[src/rtl/rdy_vld_src_tx_if.sv]
`default_nettype none
// ---------------------------------------------------------------------------
// Module  : rdy_vld_if
// Brief   : Ready/valid handshake bundle with source and destination views.
// Revision: 1.0 - initial release
// ---------------------------------------------------------------------------
interface rdy_vld_if #(
  parameter int DATA_W = 32
);
  logic              vld;
  logic [DATA_W-1:0] data;
  logic              rdy;

  modport src (output vld, output data, input rdy);
  modport dst (input vld, input data, output rdy);
endinterface
`default_nettype wire

[src/rtl/rdy_vld_src_tx.sv]
`default_nettype none
// ---------------------------------------------------------------------------
// Module  : rdy_vld_src_tx
// Brief   : DEPTH-entry FIFO feeding the transmit end of a ready/valid link,
//           with sticky overflow flag and transfer counter.
// Revision: 1.0 - initial release
// ---------------------------------------------------------------------------
module rdy_vld_src_tx #(
  parameter int DATA_W = 32,
  parameter int DEPTH  = 4
) (
  input  logic                       clk,
  input  logic                       rst_n,
  input  logic                       wr_vld,
  input  logic [DATA_W-1:0]          wr_data,
  output logic                       wr_rdy,
  rdy_vld_if.src                     x,
  output logic [$clog2(DEPTH):0]     fill,
  output logic                       ovf,
  output logic [15:0]                xfer_cnt
);

  localparam int AW = $clog2(DEPTH);
  localparam int PW = AW + 1;

  logic [DATA_W-1:0] r_mem [DEPTH];
  logic [PW-1:0]     r_wptr;
  logic [PW-1:0]     r_rptr;
  logic              r_ovf;
  logic [15:0]       r_xfer_cnt;

  logic              w_full;
  logic              w_empty;
  logic              w_push;
  logic              w_pop;

  // Pointers carry an extra wrap bit so full and empty are distinguishable.
  assign w_empty = (r_wptr == r_rptr);
  assign w_full  = (r_wptr[AW-1:0] == r_rptr[AW-1:0]) && (r_wptr[AW] != r_rptr[AW]);

  assign w_push  = wr_vld && !w_full;
  assign w_pop   = x.vld && x.rdy;

  assign wr_rdy   = !w_full;
  assign x.vld    = !w_empty;
  assign x.data   = r_mem[r_rptr[AW-1:0]];
  assign fill     = r_wptr - r_rptr;
  assign ovf      = r_ovf;
  assign xfer_cnt = r_xfer_cnt;

  always_ff @(posedge clk) begin
    if (w_push) begin
      r_mem[r_wptr[AW-1:0]] <= wr_data;
    end
  end

  always_ff @(posedge clk or negedge rst_n) begin
    if (!rst_n) begin
      r_wptr     <= '0;
      r_rptr     <= '0;
      r_ovf      <= 1'b0;
      r_xfer_cnt <= '0;
    end else begin
      if (w_push) begin
        r_wptr <= r_wptr + PW'(1);
      end
      if (w_pop) begin
        r_rptr     <= r_rptr + PW'(1);
        r_xfer_cnt <= r_xfer_cnt + 16'd1;
      end
      // A push offered while full is dropped and remembered until reset.
      if (wr_vld && w_full) begin
        r_ovf <= 1'b1;
      end
    end
  end

endmodule
`default_nettype wire

[src/flat_wrapper.sv]
// flat-port wrapper written by rule: the top's interface ports become plain ports
module rdy_vld_src_tx_flat 
#(
  parameter int DATA_W = 32,
  parameter int DEPTH  = 4
)
  (clk, rst_n, wr_vld, wr_data, wr_rdy, fill, ovf, xfer_cnt, x_vld, x_data, x_rdy);
  rdy_vld_if #(.DATA_W(DATA_W)) x_i ();
  input  logic clk;
  input  logic rst_n;
  input  logic wr_vld;
  input  logic [DATA_W-1:0] wr_data;
  output logic wr_rdy;
  output logic [$clog2(DEPTH):0] fill;
  output logic ovf;
  output logic [15:0] xfer_cnt;
  output wire logic [$bits(x_i.vld)-1:0] x_vld;
  output wire logic [$bits(x_i.data)-1:0] x_data;
  input wire logic [$bits(x_i.rdy)-1:0] x_rdy;
  assign x_vld = x_i.vld;
  assign x_data = x_i.data;
  assign x_i.rdy = x_rdy;
  rdy_vld_src_tx #(.DATA_W(DATA_W), .DEPTH(DEPTH)) u_core (.clk(clk), .rst_n(rst_n), .wr_vld(wr_vld), .wr_data(wr_data), .wr_rdy(wr_rdy), .x(x_i), .fill(fill), .ovf(ovf), .xfer_cnt(xfer_cnt));
endmodule
[config.mk]
export PLATFORM = sky130hd
export DESIGN_NAME = rdy_vld_src_tx_flat
export DESIGN_NICKNAME = d
export VERILOG_FILES = /design/src/rtl/rdy_vld_src_tx_if.sv /design/src/rtl/rdy_vld_src_tx.sv /design/src/flat_wrapper.sv
export SDC_FILE = /design/constraint.sdc
export NUM_CORES = 1
export LEC_CHECK = 0
export BUFFER_PORTS_ARGS = -buffer_cell sky130_fd_sc_hd__buf_2
export CORE_UTILIZATION = 25
export CTS_CLUSTER_DIAMETER = 40
export DETAILED_ROUTE_END_ITERATION = 10
export REMOVE_ABC_BUFFERS = 1
export SYNTH_ARGS = -nofsm -noshare
export SYNTH_HDL_FRONTEND = slang
export SYNTH_SLANG_ARGS = --single-unit
export TNS_END_PERCENT = 20
[constraint.sdc]
create_clock -name clk -period 4.2 [get_ports clk]
set_input_delay 0.63 -clock clk [delete_from_list [all_inputs] [get_ports clk]]
set_output_delay 0.63 -clock clk [all_outputs]
set_load 0.02 [all_outputs]
==> results of run 1 <==
## worst max-delay path, cell delays in order (launching register included)
cell and delay [ps]:
dfrtp_2 360, buf_4 560, mux4_2 620, buf_2 180
## kinds of logic after synthesis
logic type,after synthesis,synth area share
flops,151,0.7647
mux,33,0.1267
xor+xnor,22,0.03464
fa+ha+maj,9,0.02078
compound gates,8,0.01082
buf+inv,17,0.01191
simple gates,33,0.03052
## layer usage
metal / wire, um / share of wire
met1: 4944 / 0.42
met2: 5957 / 0.51
met3: 659 / 0.057
met4: 81 / 0.0070
met5: 8 / 0.00069
## per-stage QoR
step           power [mW]  worst slack, ps  utilization  cells
2_1_floorplan       3.416            659.4            -    264
3_3_place_gp        4.060             1761       0.2900    640
3_5_place_dp        4.102             1626       0.2900    640
4_1_cts             5.656             1305       0.3166    672
5_1_grt             5.848             1256       0.3166    672
6_report            5.536             1408       0.3167    673
## how the worst max path moves through the flow
stage	from	slack (ps)	depth (start not counted)	end
floorplan	u_core.r_rptr[0]$_DFFE_PN0P_	660	4	u_core.r_mem[3][0]$_DFFE_PP_
global placement	u_core.r_wptr[0]$_DFFE_PN0P_	1760	5	u_core.r_mem[3][27]$_DFFE_PP_
detailed placement	u_core.r_wptr[0]$_DFFE_PN0P_	1630	5	u_core.r_mem[3][27]$_DFFE_PP_
CTS	u_core.r_rptr[0]$_DFFE_PN0P_	1300	3	x_data[29]
global route	u_core.r_rptr[0]$_DFFE_PN0P_	1260	3	x_data[28]
finish	u_core.r_rptr[0]$_DFFE_PN0P_	1410	3	x_data[23]
## area by class of cell
class | instances | area [um2]
Tap cell | 285 | 356.6
Inverter | 8 | 30.03
Multi-Input combinational cell | 105 | 1296
Fill cell | 2159 | 15470
Clock buffer | 18 | 429.2
Timing Repair Buffer | 91 | 460.4
Sequential cell | 151 | 4422
Clock inverter | 14 | 173.9
Antenna cell | 1 | 2.502
## Yosys cell counts, types with 3 or more instances
cell type,instances,share of area
o21ai_0,3,0.0026
buf_2,4,0.0035
and2_1,4,0.0043
nor3_1,3,0.0026
mux4_2,32,0.12
nand3_1,3,0.0026
nor2_1,5,0.0032
xnor2_1,11,0.017
dfrtp_1,23,0.10
inv_1,8,0.0052
xor2_1,10,0.015
clkbuf_1,5,0.0032
nand2_1,11,0.0071
ha_1,8,0.017
edfxtp_1,128,0.67
## report_power, final
part	total (mW)	internal, mW	switching (mW)
sequential	2.15	2.02	0.127
combinational	1.85	0.695	1.15
clock	1.54	0.940	0.601
total	5.54	3.65	1.88
## flip-flops by register name, indices dropped and copies added, names as in the netlist
name             count
u_core.r_rptr        3
u_core.ovf           1
u_core.r_mem       128
u_core.r_wptr        3
u_core.xfer_cnt     16
==> impl_metrics.csv, run 1 <==
group,metric,value,unit
yosys,synth_area,0.005779,mm2
global_routing,grt_usage,0.1051,
placement,detailed_place_hpwl,7418,um
placement,portBuffers,89,
drt,wl_per_cell,17.31,um
setup_path,r2r_start,"u_core.r_wptr[0]$_DFFE_PN0P_",
drt,num_vias,2826,
sta,worst_slew_pin_slew,920.1,ps
sta,hold_viol,0,
flow_run,drv_cap,0,
run_status,status,"finished clean",
finish,final_area,0.007171,mm2
setup_path,critPathMaxFanout,34,
clock_tree,cts_resized,0,
clock_tree,clock_path_buffers,2,
clock_tree,cts-root-buf,"clkbuf_16",
yosys,syn_inst,273,
die,core,0.02264,mm2
setup_path,reg2regPathDepth,5,
clock_tree,ctsHoldBuffers,0,
yosys,synthDistinctLibCells,26,
finish,area_delta_synth_final,24.07,%
setup_path,crit_type,"flip-flop to output port",
clock_tree,htreeDepth,4,
sta,skew,9.964,ps
setup_path,required,3570,ps
power_and_ir_drop,p_leak,2.583,nW
yosys,syn_area_per_cell,21.17,um2
finish,final_cell_mix,"128 x edfxtp_1, 89 x buf_2, 32 x mux4_2",
sta,fin_setup_tns,0,ps
drt,via_per_inst,4.199,
clock_tree,cts_tree,"done",
clock_tree,cts_setup_buffers,0,
finish,final_common_cell,"edfxtp_1",
global_routing,use_met2,0.1749,
yosys,yosysWarnings,0,
die,start_util,0.2553,
die,die_w,154.0,um
drt,ant_nets,0,
setup_path,end_kind,"output port",
finish,drive_gt1_frac,0.4212,
sta,setup_viol,0,
drt,drc_errors,0,
drt,drt_iter0_drc,195,
global_routing,grt_max_degree,35,
placement,placed_area,0.006565,mm2
yosys,yosys_register_bits,151,
sta,slew_headroom,0.3866,
yosys,yosys_most_used_dff,"edfxtp_1",
die,dieArea,0.02373,mm2
global_routing,grtUsageMet1,0.1253,
clock_tree,cts_made_buffers,17,
sta,post-route-min-period,2792,ps
setup_path,cp.arrival,2160,ps
sta,hold_slack,187.7,ps
global_routing,antenna_found_initial,2,
clock_tree,clk_latency,410,ps
global_routing,grt_pass1_wl,18200,um
power_and_ir_drop,power_density,772.1,mW/mm2
die,io_pins,90,
drt,first_pass_iters,4,
clock_tree,clk_pin_slew,60,ps
setup_path,r2r-end,"u_core.r_mem[3][16]$_DFFE_PP_",
sta,rsz0062_at_grt,"false",
die,num_rows,55,
placement,place.gp.congestion,0.7886,
global_routing,overflow,0,
global_routing,grt.busiest_layer,"met2",
sta,slew_viol_final,0,
yosys,synth_edf_count,128,
finish,fin_nets,419,
sta,max_freq,358.2,MHz
global_routing,met3_usage,0.04002,
yosys,seq_area_frac_synth,0.7647,
yosys,async_flop_share,0.1523,
min_path,hold_path.class,"primary input to async pin",
die,die_h,154.0,um
setup_path,rrSetupSlack,1680,ps
sta,finalCritPeriodShare,0.6647,
clock_tree,clock_sinks,151,
power_and_ir_drop,vdd_drop_max,0.0003540,V
setup_path,worstSetupStartpointType,"flip-flop",
drt,wl,11650,um
global_routing,grt_pass1_vias,3205,
Note: power is estimated with default switching activity, not from simulation.
==> inputs of run 2 (changes only) <==
Clock period 4.2 ns to 2.4 ns, I/O delays scaled along.
==> run 2 against run 1 <==
Against the previous run:
- final cell count grew 1.3%
- power grew 75%
- core utilization grew 0.48 points
- non-clock buffer count grew 10
- wire length shrank 1.2%
- die area is the same
- worst hold slack lost 34 ps
- setup slack lost 1300 ps
- clock-buffer cell count shrank 1
- global-route usage is essentially flat
- sequential share of layout area shrank 0.91 points
- critical path type unchanged
- largest power group unchanged
==> impl_metrics.csv, run 2 (synthesized netlist as in run 1, its figures left out) <==
group,metric,value,unit
die,die_w,154.0,um
sta,finalCritPeriodShare,0.9452,
drt,top_layer,"met4",
drt,wl_met1,4855,um
placement,portBuffers,89,
sta,slew_viol_final,0,
setup_path,end_kind,"output port",
sta,hold_viol,0,
sta,rsz0062_at_grt,"false",
die,dieArea,0.02373,mm2
power_and_ir_drop,power_density,1334,mW/mm2
drt,drc_errors,0,
global_routing,antenna_found_initial,0,
die,io_pins,90,
drt,ant_nets,0,
drt,num_vias,2877,
clock_tree,cts_made_buffers,17,
sta,worst_slew_pin_slew,538.5,ps
sta,setup_viol,0,
sta,post-route-min-period,2268,ps
die,start_util,0.2553,
drt,via_per_inst,4.218,
drt,wl_per_cell,16.89,um
clock_tree,clk_latency,420,ps
global_routing,grt_pass1_vias,3209,
sta,hold_slack,153.5,ps
sta,setup_slack,131.6,ps
drt,first_pass_iters,4,
finish,largest_reg_flops,128,
clock_tree,cts_setup_buffers,0,
setup_path,critPathMaxFanout,4,
global_routing,grt_max_degree,35,
flow_run,drv_cap,0,
global_routing,grt_usage,0.1055,
setup_path,worstSetupStartpointType,"flip-flop",
die,num_rows,55,
finish,final_cell_mix,"128 x edfxtp_1, 89 x buf_2, 32 x mux4_2",
run_status,status,"finished clean",
clock_tree,cts-root-buf,"clkbuf_16",
clock_tree,clock_path_buffers,2,
clock_tree,cts_tree,"done",
global_routing,overflow,0,
setup_path,crit_type,"flip-flop to output port",
die,core,0.02264,mm2
setup_path,required,2040,ps
finish,fin_nets,429,
placement,dp_slack,218.1,ps
die,die_h,154.0,um
min_path,hold_path.class,"primary input to flip-flop",
clock_tree,clock_sinks,151,
placement,detailed_place_hpwl,7674,um
finish,area_delta_synth_final,25.94,%
finish,antenna_cells,0,
clock_tree,htreeDepth,4,
setup_path,rrSetupSlack,240,ps
power_and_ir_drop,p_leak,2.646,nW
drt,dr_wl_met3,665,um
placement,place.gp.congestion,0.7971,
sta,skew,13.24,ps
drt,wl_met2,5879,um
clock_tree,clk_pin_slew,70,ps
sta,max_freq,440.8,MHz
global_routing,grt_pass1_wl,18220,um
setup_path,cp.arrival,1910,ps
sta,slew_headroom,0.6410,
power_and_ir_drop,vdd_drop_max,0.0005760,V
finish,final_common_cell,"edfxtp_1",
drt,drt_iter0_drc,137,
finish,drive_gt1_frac,0.4433,
drt,wl,11520,um
power_and_ir_drop,totalPowerFinal,9.706,mW
==> run 2: worst max-delay path, cell delays in order, from the launching register on <==
cell and delay (ps):
dfrtp_1 370, inv_1 110, ha_1 210, fa_1 410
xnor2_2 210, buf_2 190
==> run 2: power breakdown <==
group	internal, mW	leakage, nW	switching [mW]
clock network	1.39	0.281	1.16
logic	1.35	0.918	2.04
registers	3.52	1.45	0.242
total	6.26	2.65	3.44
==> run 2: worst paths after layout <==
| path | from | to | depth (start not counted) |
|---|---|---|---|
| max | u_core.r_wptr[0]$_DFFE_PN0P_ | fill[2] | 5 |
| min | wr_data[28] | u_core.r_mem[0][28]$_DFFE_PP_ | 1 |
| max reg2reg | u_core.r_wptr[0]$_DFFE_PN0P_ | u_core.r_mem[1][31]$_DFFE_PP_ | 6 |
| min reg2reg | u_core.xfer_cnt[15]$_DFFE_PN0P_ | u_core.xfer_cnt[15]$_DFFE_PN0P_ | 1 |
| max in group asynchronous | rst_n | u_core.r_rptr[1]$_DFFE_PN0P_ | 2 |
| min in group asynchronous | rst_n | u_core.xfer_cnt[14]$_DFFE_PN0P_ | 2 |
==> run 2: metrics by stage <==
step	setup TNS [ps]	instance area [um2]	std cells	util
floorplan	-153930	5741	264	-
global placement	0	6670	649	0.2946
detailed placement	0	6670	649	0.2946
CTS	0	7267	682	0.3210
global route	0	7278	682	0.3215
finish	0	7278	682	0.3215
==> run 2: timing repair <==
item	4_1_cts	5_1_grt
hold buffers	1	0
hold endpoints to repair	23	0
setup endpoints to repair	0	9
resized for setup	0	2
==> run 2: metal layers <==
layer,track usage,vias up
met1,0.1214,1476
li1,-,1313
met5,0,-
met3,0.03692,7
met4,0.03857,0
met2,0.1807,81
==> run 2: area by class of cell <==
cell class	instances	area, um2
tap	285	356.6
multi-input combinational	105	1304
inverter	8	30.03
timing repair buffer	101	579.3
sequential	151	4422
fill	2178	15360
clock buffer	17	425.4
clock inverter	15	161.4
